--- src/rtl/read_superpixel.sv ---
// Reads a superpixel's colour ID back from the VGA frame RAM read port, returning it with a done strobe.
// Optional build macro READ_SPIXEL_VERIFY_EN scans every pixel of the superpixel and flags non-uniform colour.
module read_superpixel #(
  parameter int SPIXEL_X_WIDTH = 6,
  parameter int SPIXEL_Y_WIDTH = 6,
  parameter int SPX_W          = 10,
  parameter int SPX_H          = 10,
  parameter int H_RES          = 640,
  parameter int VGA_ADDR_WIDTH = 19,
  parameter int COLOR_ID_WIDTH = 8,
  parameter int RD_LATENCY     = 2
) (
  input  logic                      clk,
  input  logic                      rst,
  input  logic [SPIXEL_X_WIDTH-1:0] x,
  input  logic [SPIXEL_Y_WIDTH-1:0] y,
  input  logic                      ireq,
  output logic                      obusy,
  output logic [VGA_ADDR_WIDTH-1:0] oaddr,
  output logic                      ordreq,
  input  logic [COLOR_ID_WIDTH-1:0] idata,
  output logic [COLOR_ID_WIDTH-1:0] odata,
  output logic                      odone,
  output logic                      omismatch
);

  localparam int AW = VGA_ADDR_WIDTH;

  typedef enum logic [1:0] {IDLE, ISSUE, DRAIN} state_t;

  state_t                state, state_nxt;
  logic                  accept;
  logic                  addr_last;
  logic                  first_ret;
  logic                  ret_vld, ret_last;
  logic [RD_LATENCY-1:0] vld_sr, last_sr;
  logic [AW-1:0]         start_addr, addr_next;

  assign accept     = (state == IDLE) && ireq && !odone;
  assign start_addr = AW'(y) * AW'(SPX_H) * AW'(H_RES) + AW'(x) * AW'(SPX_W);
  assign ret_vld    = vld_sr[RD_LATENCY-1];
  assign ret_last   = last_sr[RD_LATENCY-1];

`ifdef READ_SPIXEL_VERIFY_EN
  logic [SPIXEL_X_WIDTH-1:0] x_q;
  logic [SPIXEL_Y_WIDTH-1:0] y_q;
  logic [AW-1:0]             px, py, tlx_q, brx_q, bry_q;
  logic                      first_pend, mis_q;

  assign tlx_q     = AW'(x_q) * AW'(SPX_W);
  assign brx_q     = tlx_q + AW'(SPX_W - 1);
  assign bry_q     = AW'(y_q) * AW'(SPX_H) + AW'(SPX_H - 1);
  assign addr_last = (px == brx_q) && (py == bry_q);
  // Wrapping to the next row jumps over the rest of the frame line.
  assign addr_next = (px == brx_q) ? oaddr + AW'(H_RES - SPX_W + 1) : oaddr + AW'(1);
  assign first_ret = first_pend;
  assign omismatch = mis_q;

  always_ff @(posedge clk) begin
    if (rst) begin
      x_q <= '0;
      y_q <= '0;
      px  <= '0;
      py  <= '0;
    end else if (accept) begin
      x_q <= x;
      y_q <= y;
      px  <= AW'(x) * AW'(SPX_W);
      py  <= AW'(y) * AW'(SPX_H);
    end else if (state == ISSUE && !addr_last) begin
      if (px == brx_q) begin
        px <= tlx_q;
        py <= py + AW'(1);
      end else begin
        px <= px + AW'(1);
      end
    end
  end

  // The first returned pixel becomes odata; every later one is compared against it.
  always_ff @(posedge clk) begin
    if (rst) begin
      first_pend <= 1'b0;
      mis_q      <= 1'b0;
    end else if (accept) begin
      first_pend <= 1'b1;
      mis_q      <= 1'b0;
    end else if (ret_vld) begin
      if (first_pend) first_pend <= 1'b0;
      else if (idata != odata) mis_q <= 1'b1;
    end
  end
`else
  assign addr_last = 1'b1;
  assign addr_next = oaddr;
  assign first_ret = 1'b1;
  assign omismatch = 1'b0;
`endif

  always_ff @(posedge clk) begin
    if (rst) state <= IDLE;
    else     state <= state_nxt;
  end

  always_comb begin
    state_nxt = state;
    case (state)
      IDLE:    if (accept) state_nxt = ISSUE;
      ISSUE:   if (addr_last) state_nxt = DRAIN;
      DRAIN:   if (ret_vld && ret_last) state_nxt = IDLE;
      default: state_nxt = IDLE;
    endcase
  end

  always_comb begin
    ordreq = (state == ISSUE);
    obusy  = (state != IDLE) || odone;
  end

  always_ff @(posedge clk) begin
    if (rst) begin
      vld_sr  <= '0;
      last_sr <= '0;
    end else begin
      vld_sr[0]  <= ordreq;
      last_sr[0] <= ordreq && addr_last;
      for (int i = 1; i < RD_LATENCY; i++) begin
        vld_sr[i]  <= vld_sr[i-1];
        last_sr[i] <= last_sr[i-1];
      end
    end
  end

  always_ff @(posedge clk) begin
    if (rst) begin
      oaddr <= '0;
      odata <= '0;
      odone <= 1'b0;
    end else begin
      if (accept) oaddr <= start_addr;
      else if (state == ISSUE && !addr_last) oaddr <= addr_next;
      if (ret_vld && first_ret) odata <= idata;
      odone <= (state == DRAIN) && ret_vld && ret_last;
    end
  end

endmodule
--- config.mk ---
export PLATFORM = sky130hd
export DESIGN_NAME = read_superpixel
export DESIGN_NICKNAME = d
export VERILOG_FILES = /design/src/rtl/read_superpixel.sv
export SDC_FILE = /design/constraint.sdc
export NUM_CORES = 1
export LEC_CHECK = 0
export CORE_MARGIN = 3
export CORE_UTILIZATION = 39
export CTS_BUF_LIST = sky130_fd_sc_hd__clkbuf_2
export DETAILED_ROUTE_END_ITERATION = 16
export DONT_BUFFER_PORTS = 1
export GPL_ROUTABILITY_DRIVEN = 0
export HOLD_SLACK_MARGIN = 0.12
export PLACE_DENSITY = 0.57
export SLEW_MARGIN = 20
export SYNTH_ARGS = -nofsm -noshare
export SYNTH_HDL_FRONTEND = slang
export SYNTH_SLANG_ARGS = --single-unit
--- constraint.sdc ---
create_clock -name clk -period 6.6 [get_ports clk]
set_clock_uncertainty 0.15 [all_clocks]
set_input_delay 1.32 -clock clk [delete_from_list [all_inputs] [get_ports clk]]
set_output_delay 1.32 -clock clk [all_outputs]
set_load 0.02 [all_outputs]
Word-level counts from Yosys, hierarchy flattened:

Cells that the tools add are included.

* word-level logic and storage cells: 27
* input port bits: 23
* bits in registers: 34

* reductions and logical operators: 10
* eq/ne operators: 4
* add/sub/neg operators: 1
* muxes and demuxes: 3
* multiply operators: 3

Operators by type and width (number)
* adder 19 x 10 -> 19 bit: 1
* multiplier 6 x 3 -> 9 bit, second input constant: 2
* multiplier 9 x 3 -> 11 bit, second input constant: 1
* case mux 2 bit (3 select lines): 1
* logical AND 1 bit: 5
* 2-to-1 mux 2 bit: 2
* != test 2 bit, second input constant: 2
* equality test 2 x 1 -> 1 bit, second input constant: 1
* equality test 2 bit, second input constant: 1
* logical NOT 2 bit: 1
* AND reduction 2 bit: 1
* nonzero test 2 bit: 1
* logical NOT 1 bit: 1
* logical OR 1 bit: 1

Logic depth before layout (Yosys ltp):

Gate-level depths: netlist of run 1.

* depth after elaboration: 5
* depth in mapped cells: 17
* gate-level depth less buffers: 16

Worst setup path after synthesis of run 1:

Ideal clock, no wire load.

* kind: input-to-reg
* start: input y[2]
* end: register oaddr[18]
* path buffers: 1
* required time: 6320 ps
* slack: 1746 ps
* arrival: 4574 ps
* stages on the path: 17
* cells stage by stage: ha_1 -> ha_1 -> a21o_1 -> a21oi_1 -> nor2b_1 -> o21ai_0 -> inv_1 -> ha_1 -> ha_1 -> buf_2 -> nand3_1 -> a21oi_1 -> nor3_1 -> maj3_2 -> and3_1 -> a2111oi_1 -> nand2_1

* cells in the longest elaborated chain, start to end: 3

Ends and longest elaborated chain
* from (decl): line 16 `input logic [SPIXEL_Y_WIDTH-1:0] y,`
* multiplier 6 x 3 -> 9 bit: line 40 `assign start_addr = AW'(y) * AW'(SPX_H) * AW'(H_RES) + AW'(x) * AW'(SPX_W);`
* multiplier 9 x 3 -> 11 bit: line 40
* adder 19 x 10 -> 19 bit: line 40
* to (signal assigned): line 140 `if (accept) oaddr <= start_addr;`
* to (signal assigned): line 141 `else if (state == ISSUE && !addr_last) oaddr <= addr_next;`
* to (decl): line 19 `output logic [VGA_ADDR_WIDTH-1:0] oaddr,`

No other way between the ends.
A chain may end at the register's enable or synchronous reset.

Worst setup path after layout of run 1:

Ends and elaborated chain as after synthesis.

==> impl_metrics.toml, run 1 <==
[run_status]
status = "finished clean"

[logic_synthesis]
synth_area_leader_cell = "dfxtp_1"
synth.cell_area_um2 = 2190
synth_edf_count = 0
yosys_warnings = 0
async_flop_share_pct = 0
avgSynthCellArea_um2 = 8.92
yosysUniqueCellTypes = 48
post_synth_inst_count = 246
synth_top_area_share_pct = 28.3
ys_ff_latch = 31
ys_top_cells_by_area = "dfxtp_1 (28%), ha_1 (17%), xnor2_1 (5.2%)"
dominantRegCellSynth = "dfxtp_1"
seq_area_frac_synth_pct = 28.3

[pwr]
p_comb_share_pct = 44.6
clockPowerShare_pct = 19.4
seqPwrFrac_pct = 35.9
power.leakage_uw = 0.000988
power.density_nw_per_um2 = 284
ir_drop_uv = 156
internal_power_uw = 397
switching_power_uw = 257
swShare_pct = 39.3

[clocking]
htreeDepth = 2
post-cts-setup-buffer-count = 0
worstSkewPairLatency_ns = 0.35
clock-root-buffer = "clkbuf_2"
clk_path_buf_depth = 2
clkTransAtPathRegs_ns = 0.17
cts_hold_buf = 0
numCtsBuffers = 5
cts_tree = "yes"
cts_sinks = 31
cts_resized = 0

[placed_design]
post-place-ws_ns = 1.40
hpwl_um = 3330
portBuffers = 0
placed_area_um2 = 2240

[routing]
first_iter_violations = 50
drc = 0
routed_wl_um = 4210
vias = 1636
drt-pass1-iter-count = 4
ant_nets = 0
wl_per_cell_um = 13.4
vias_per_cell = 5.21

[grt]
grt-ovfl-total = 0
grt_max_degree = 32
grt_pass1_wl_um = 6960
grt_pass1_vias = 1524
grt_usage_pct = 13.4
antenna_found_initial = 0

[floorplan]
die_width_um = 81.0
fp-row-count = 26
die_area_um2 = 6560
coreArea_um2 = 5270
initial_core_util_pct = 41.6
io_pins = 54
die_h_um = 81.0

[sta]
timing_hold_violations_final = 0
worstMarginPinSlew_ns = 0.778
rsz0062_at_grt = "no"
min_period_over_period_pct = 73.5
finalSetupTns_ns = 0
slew_violations = 0
worst_slack_ns = 1.75
setup-violations-final = 0
period_needed_ns = 4.85
relSlewSlack_pct = 48.1
fmax_mhz = 206

[critical_path]
endpoint_kind = "flip-flop"
crit_fanout = 8
critical_path_class = "in -> reg"
cp.required_ns = 6.69
cp-start-kind = "input pin"
worstPathArrival_ns = 4.95

[layout]
final_cell_mix = "dfxtp_1 (31), nand2_1 (30), ha_1 (29)"
final_nets = 299
layout.area.seq_um2 = 621
fill_cells = 546
design_area_um2 = 2300
layout_commonest_cell = "dfxtp_1"
multi_input_area_um2 = 1490
drive_above_1_share_pct = 7.79
area_delta_synth_final_pct = 4.79
diodes = 0

[run]
maxCapViolCount = 0

[min_path]
hold_class = "reg -> reg"
final cells by class:
class / count / area share (%)
clock buffers: 5 / 1.09
well taps: 70 / 3.81
inverters: 11 / 1.80
clock inverters: 3 / 1.69
multi-input cells: 194 / 64.6
flip-flops and latches: 31 / 27.0
cells in the mapped netlist (all sizes together), types with 2 or more instances:
cell type and number:
a21o 3, o2111a 2, and3 2, ha 29, and2 2, mux2i 8
and3b 3, clkbuf 7, dfxtp 31, buf 4, nor3 5, nand4 3
nand3 3, a211oi 7, maj3 2, a21boi 2, nor4 3, inv 11
xnor2 13, nand2b 3, fa 4, o21ai 2, nor2b 3, xor2 7
nor2 24, nand2 30, a21oi 21
stage by stage:
stage               util (%)  cells  power, uW  hold WS [ns]
finish                  43.6    314        654         0.304
detailed placement      42.4    306        534         0.276
CTS                     43.6    314        664         0.306
floorplan                  -    247        492         0.264
global placement        42.4    306        531         0.269
global route            43.6    314        712         0.323
path summary, 6_finish.rpt:
| kind | start | to | slack [ns] | cells after the start |
|---|---|---|---|---|
| max reg2reg | odone | oaddr[18] | 4.38 | 7 |
| max | y[2] | oaddr[18] | 1.75 | 16 |
| min | vld_sr[0] | vld_sr[1] | 0.30 | 1 |
| min reg2reg | vld_sr[0] | vld_sr[1] | 0.30 | 1 |
logic make-up after synthesis:
family                     synth area share [%]
AOI/OAI and AO/OA                          12.1
other                                     0.171
buffers and inverters                      4.16
and+or+nand+nor                            21.4
DFF                                        28.3
adders and majority gates                  21.2
muxes                                      3.65
xor gates and xnor gates                   9.01
metal layers:
metal | up-vias | wire length (um) | track usage [%]
li1 | 847 | - | -
met1 | 745 | 2060 | 17.2
met2 | 38 | 1820 | 21.3
met3 | 6 | 265 | 3.55
met4 | 0 | 70 | 5.07
met5 | - | 0 | 0
flip-flops by register name (all words and copies together) (netlist names):
register	count
vld_sr	2
oaddr	18
state	2
odata	8
odone	1
power by group through the flow:
stage          clock network [uW]  logic, uW  registers [uW]
6_report                      127        292             235
5_1_grt                       144        331             237
4_1_cts                       133        295             236
3_5_place_dp                    0        294             240
3_3_place_gp                    0        292             240
2_1_floorplan                   0        257             235
worst max-delay path, cell delays in order:
cell and delay [ns]:
ha_1 0.29, ha_1 0.30, a21o_1 0.18, a21oi_1 0.21, nor2b_1 0.08, o21ai_0 0.30, inv_1 0.12, ha_1 0.31
ha_1 0.43, nor3_1 0.07, and3_2 0.23, nor3_4 0.21, nand4_2 0.17, o2111a_1 0.28, a2111oi_1 0.36, nand2_1 0.08
Note: power is estimated with default switching activity, not from simulation.
==> inputs of run 2 (changes only) <==
==> constraint.sdc (replaced) <==
create_clock -name clk -period 4.93 [get_ports clk]
set_clock_uncertainty 0.15 [all_clocks]
set_input_delay 0.986 -clock clk [delete_from_list [all_inputs] [get_ports clk]]
set_output_delay 0.986 -clock clk [all_outputs]
set_load 0.02 [all_outputs]
==> run 2 against run 1 <==
Compared with the run above:
- wire length rose by 0.88%
- largest cell class unchanged
- combinational power increased by 37%
- global-route usage up 0.29 points
- first-iteration DRC count stayed put
- hold slack about the same
- cell count up 0.96%
- critical path depth stayed put
==> impl_metrics.toml, run 2 (synthesis results as in run 1) <==
[run_status]
status = "finished clean"

[critical_path]
path_cells = "ha_1, ha_1, a21o_1, a21oi_1, nor2b_1, o21ai_0, inv_1, ha_1, ha_1, nand3_1, a21oi_1, nor3_1, maj3_2, and3_1, a2111oi_1, nand2_1"
crit_family = "adder cells"
r2r-start = "odone"
endpoint_kind = "flip-flop"
cp_slowest_cell = "ha_1"
critical_path_class = "in -> reg"
worstReg2RegEnd = "oaddr[18]"
cpPeakStageDelay_ns = 0.43
worstPathArrival_ns = 4.60
r2r_setup_slack_ns = 2.72
cp-start-kind = "input pin"
cp.required_ns = 5.03
cpMostUsedCell = "ha_1"
cp.buffers_inverters = 1
ff2ff_path_depth = 7
crit_fanout = 8

[sta]
finalSetupTns_ns = 0
setup-violations-final = 0
relSlewSlack_pct = 49.9
timing_hold_violations_final = 0
rsz0062_at_grt = "no"
worstMarginPinSlew_ns = 0.752
hold_slack_ns = 0.304
worst_slack_ns = 0.429
period_needed_ns = 4.50
fmax_mhz = 222
slew_violations = 0
min_period_over_period_pct = 91.3

[routing]
wl_per_cell_um = 13.4
routed_wl_um = 4250
first_iter_violations = 50
drt-pass1-iter-count = 4
vias_per_cell = 5.16
drc = 0
ant_nets = 0
vias = 1635

[floorplan]
io_pins = 54
die_area_um2 = 6560
fp-row-count = 26
coreArea_um2 = 5270
initial_core_util_pct = 41.6
die_width_um = 81.0
die_h_um = 81.0

[clocking]
clk_path_buf_depth = 2
worstSkewPairLatency_ns = 0.35
numCtsBuffers = 5
htreeDepth = 2
clkTransAtPathRegs_ns = 0.16
post-cts-setup-buffer-count = 0
clock-root-buffer = "clkbuf_2"
cts_tree = "yes"
cts_hold_buf = 0
cts_sinks = 31
cts_resized = 0

[layout]
layout_commonest_cell = "dfxtp_1"
fill_cells = 544
largest_reg_flops = 18
final_nets = 302
regMostFlops = "oaddr"
fin_util_pct = 44.1
diodes = 0
top_regs = "oaddr (18), odata (8)"
design_area_um2 = 2320
drive_above_1_share_pct = 8.91
final_cell_mix = "dfxtp_1 (31), nand2_1 (30), ha_1 (29)"
area_delta_synth_final_pct = 5.82

[placed_design]
portBuffers = 0
placed_area_um2 = 2260
hpwl_um = 3380
post-place-ws_ns = 0.0565

[run]
maxCapViolCount = 0

[pwr]
power.density_nw_per_um2 = 381
ir_drop_uv = 134
power.leakage_uw = 0.00100

[grt]
grt_usage_pct = 13.7
grt-ovfl-total = 0
grt-busiest-layer = "met2"
grt_pass1_wl_um = 7110
grt_max_degree = 32
met1_usage_pct = 17.5
grt_pass1_vias = 1576
gr-usage-met3_pct = 3.66
grt_util_met2_pct = 22.3
antenna_found_initial = 0

[min_path]
hold_class = "reg -> reg"
hold_path_depth = 1
min_to = "vld_sr[1]"
worstHoldStart = "vld_sr[0]"
-- run 2: cell count changes in the layout (fill, tap and decap cells not counted), sizes merged --
cell / delta
buf: +3
-- run 2: how the worst max path moves through the flow --
stage                     from        end  slack (ns)  cells past startpoint
after detailed placement  y[2]  oaddr[18]        0.06                     16
after global placement    y[2]  oaddr[18]        0.16                     16
after CTS                 y[2]  oaddr[18]        0.45                     16
after global routing      y[2]  oaddr[18]        0.15                     16
final                     y[2]  oaddr[18]        0.43                     16
after floorplan           y[2]  oaddr[18]        0.41                     17
-- run 2: metal layers --
| layer | vias up | routed length, um |
|---|---|---|
| li1 | 850 | - |
| met1 | 737 | 1980 |
| met2 | 44 | 1920 |
| met3 | 4 | 309 |
| met4 | 0 | 45 |
| met5 | - | 0 |
-- run 2: power breakdown --
| part | internal, uW | leakage, uW | switching, uW | total [uW] |
|---|---|---|---|---|
| clock | 83.6 | 0.0000404 | 85.6 | 169 |
| sequential | 273 | 0.000254 | 41.8 | 315 |
| combinational | 182 | 0.000710 | 218 | 400 |
| total | 539 | 0.00100 | 345 | 884 |
-- run 2: area by class of cell --
type                       count  area (um^2)  share of cell area [%]
tap                           70         87.6                    3.77
sequential                    31          621                    26.7
clock buffer                   5         25.0                    1.08
multi-input combinational    194         1490                    64.0
inverter                      11         41.3                    1.78
timing repair buffer           3         22.5                   0.970
clock inverter                 3         38.8                    1.67
-- run 2: metrics by stage --
stage               total power, uW  cells
floorplan                       659    247
global placement                720    309
detailed placement              723    309
CTS                             895    317
global route                    960    317
finish                          884    317
==> inputs of run 3 (changes only) <==
--- a/config.mk
+++ b/config.mk
@@ -11,8 +11,9 @@
 export DETAILED_ROUTE_END_ITERATION = 16
 export DONT_BUFFER_PORTS = 1
 export GPL_ROUTABILITY_DRIVEN = 0
-export HOLD_SLACK_MARGIN = 0.12
+export HOLD_SLACK_MARGIN = 0.08
 export PLACE_DENSITY = 0.57
+export RECOVER_POWER = 50
 export SLEW_MARGIN = 20
 export SYNTH_ARGS = -nofsm -noshare
 export SYNTH_HDL_FRONTEND = slang
==> results of run 3 <==
No change in the layout: final DEF, timing and power equal those of run 2.
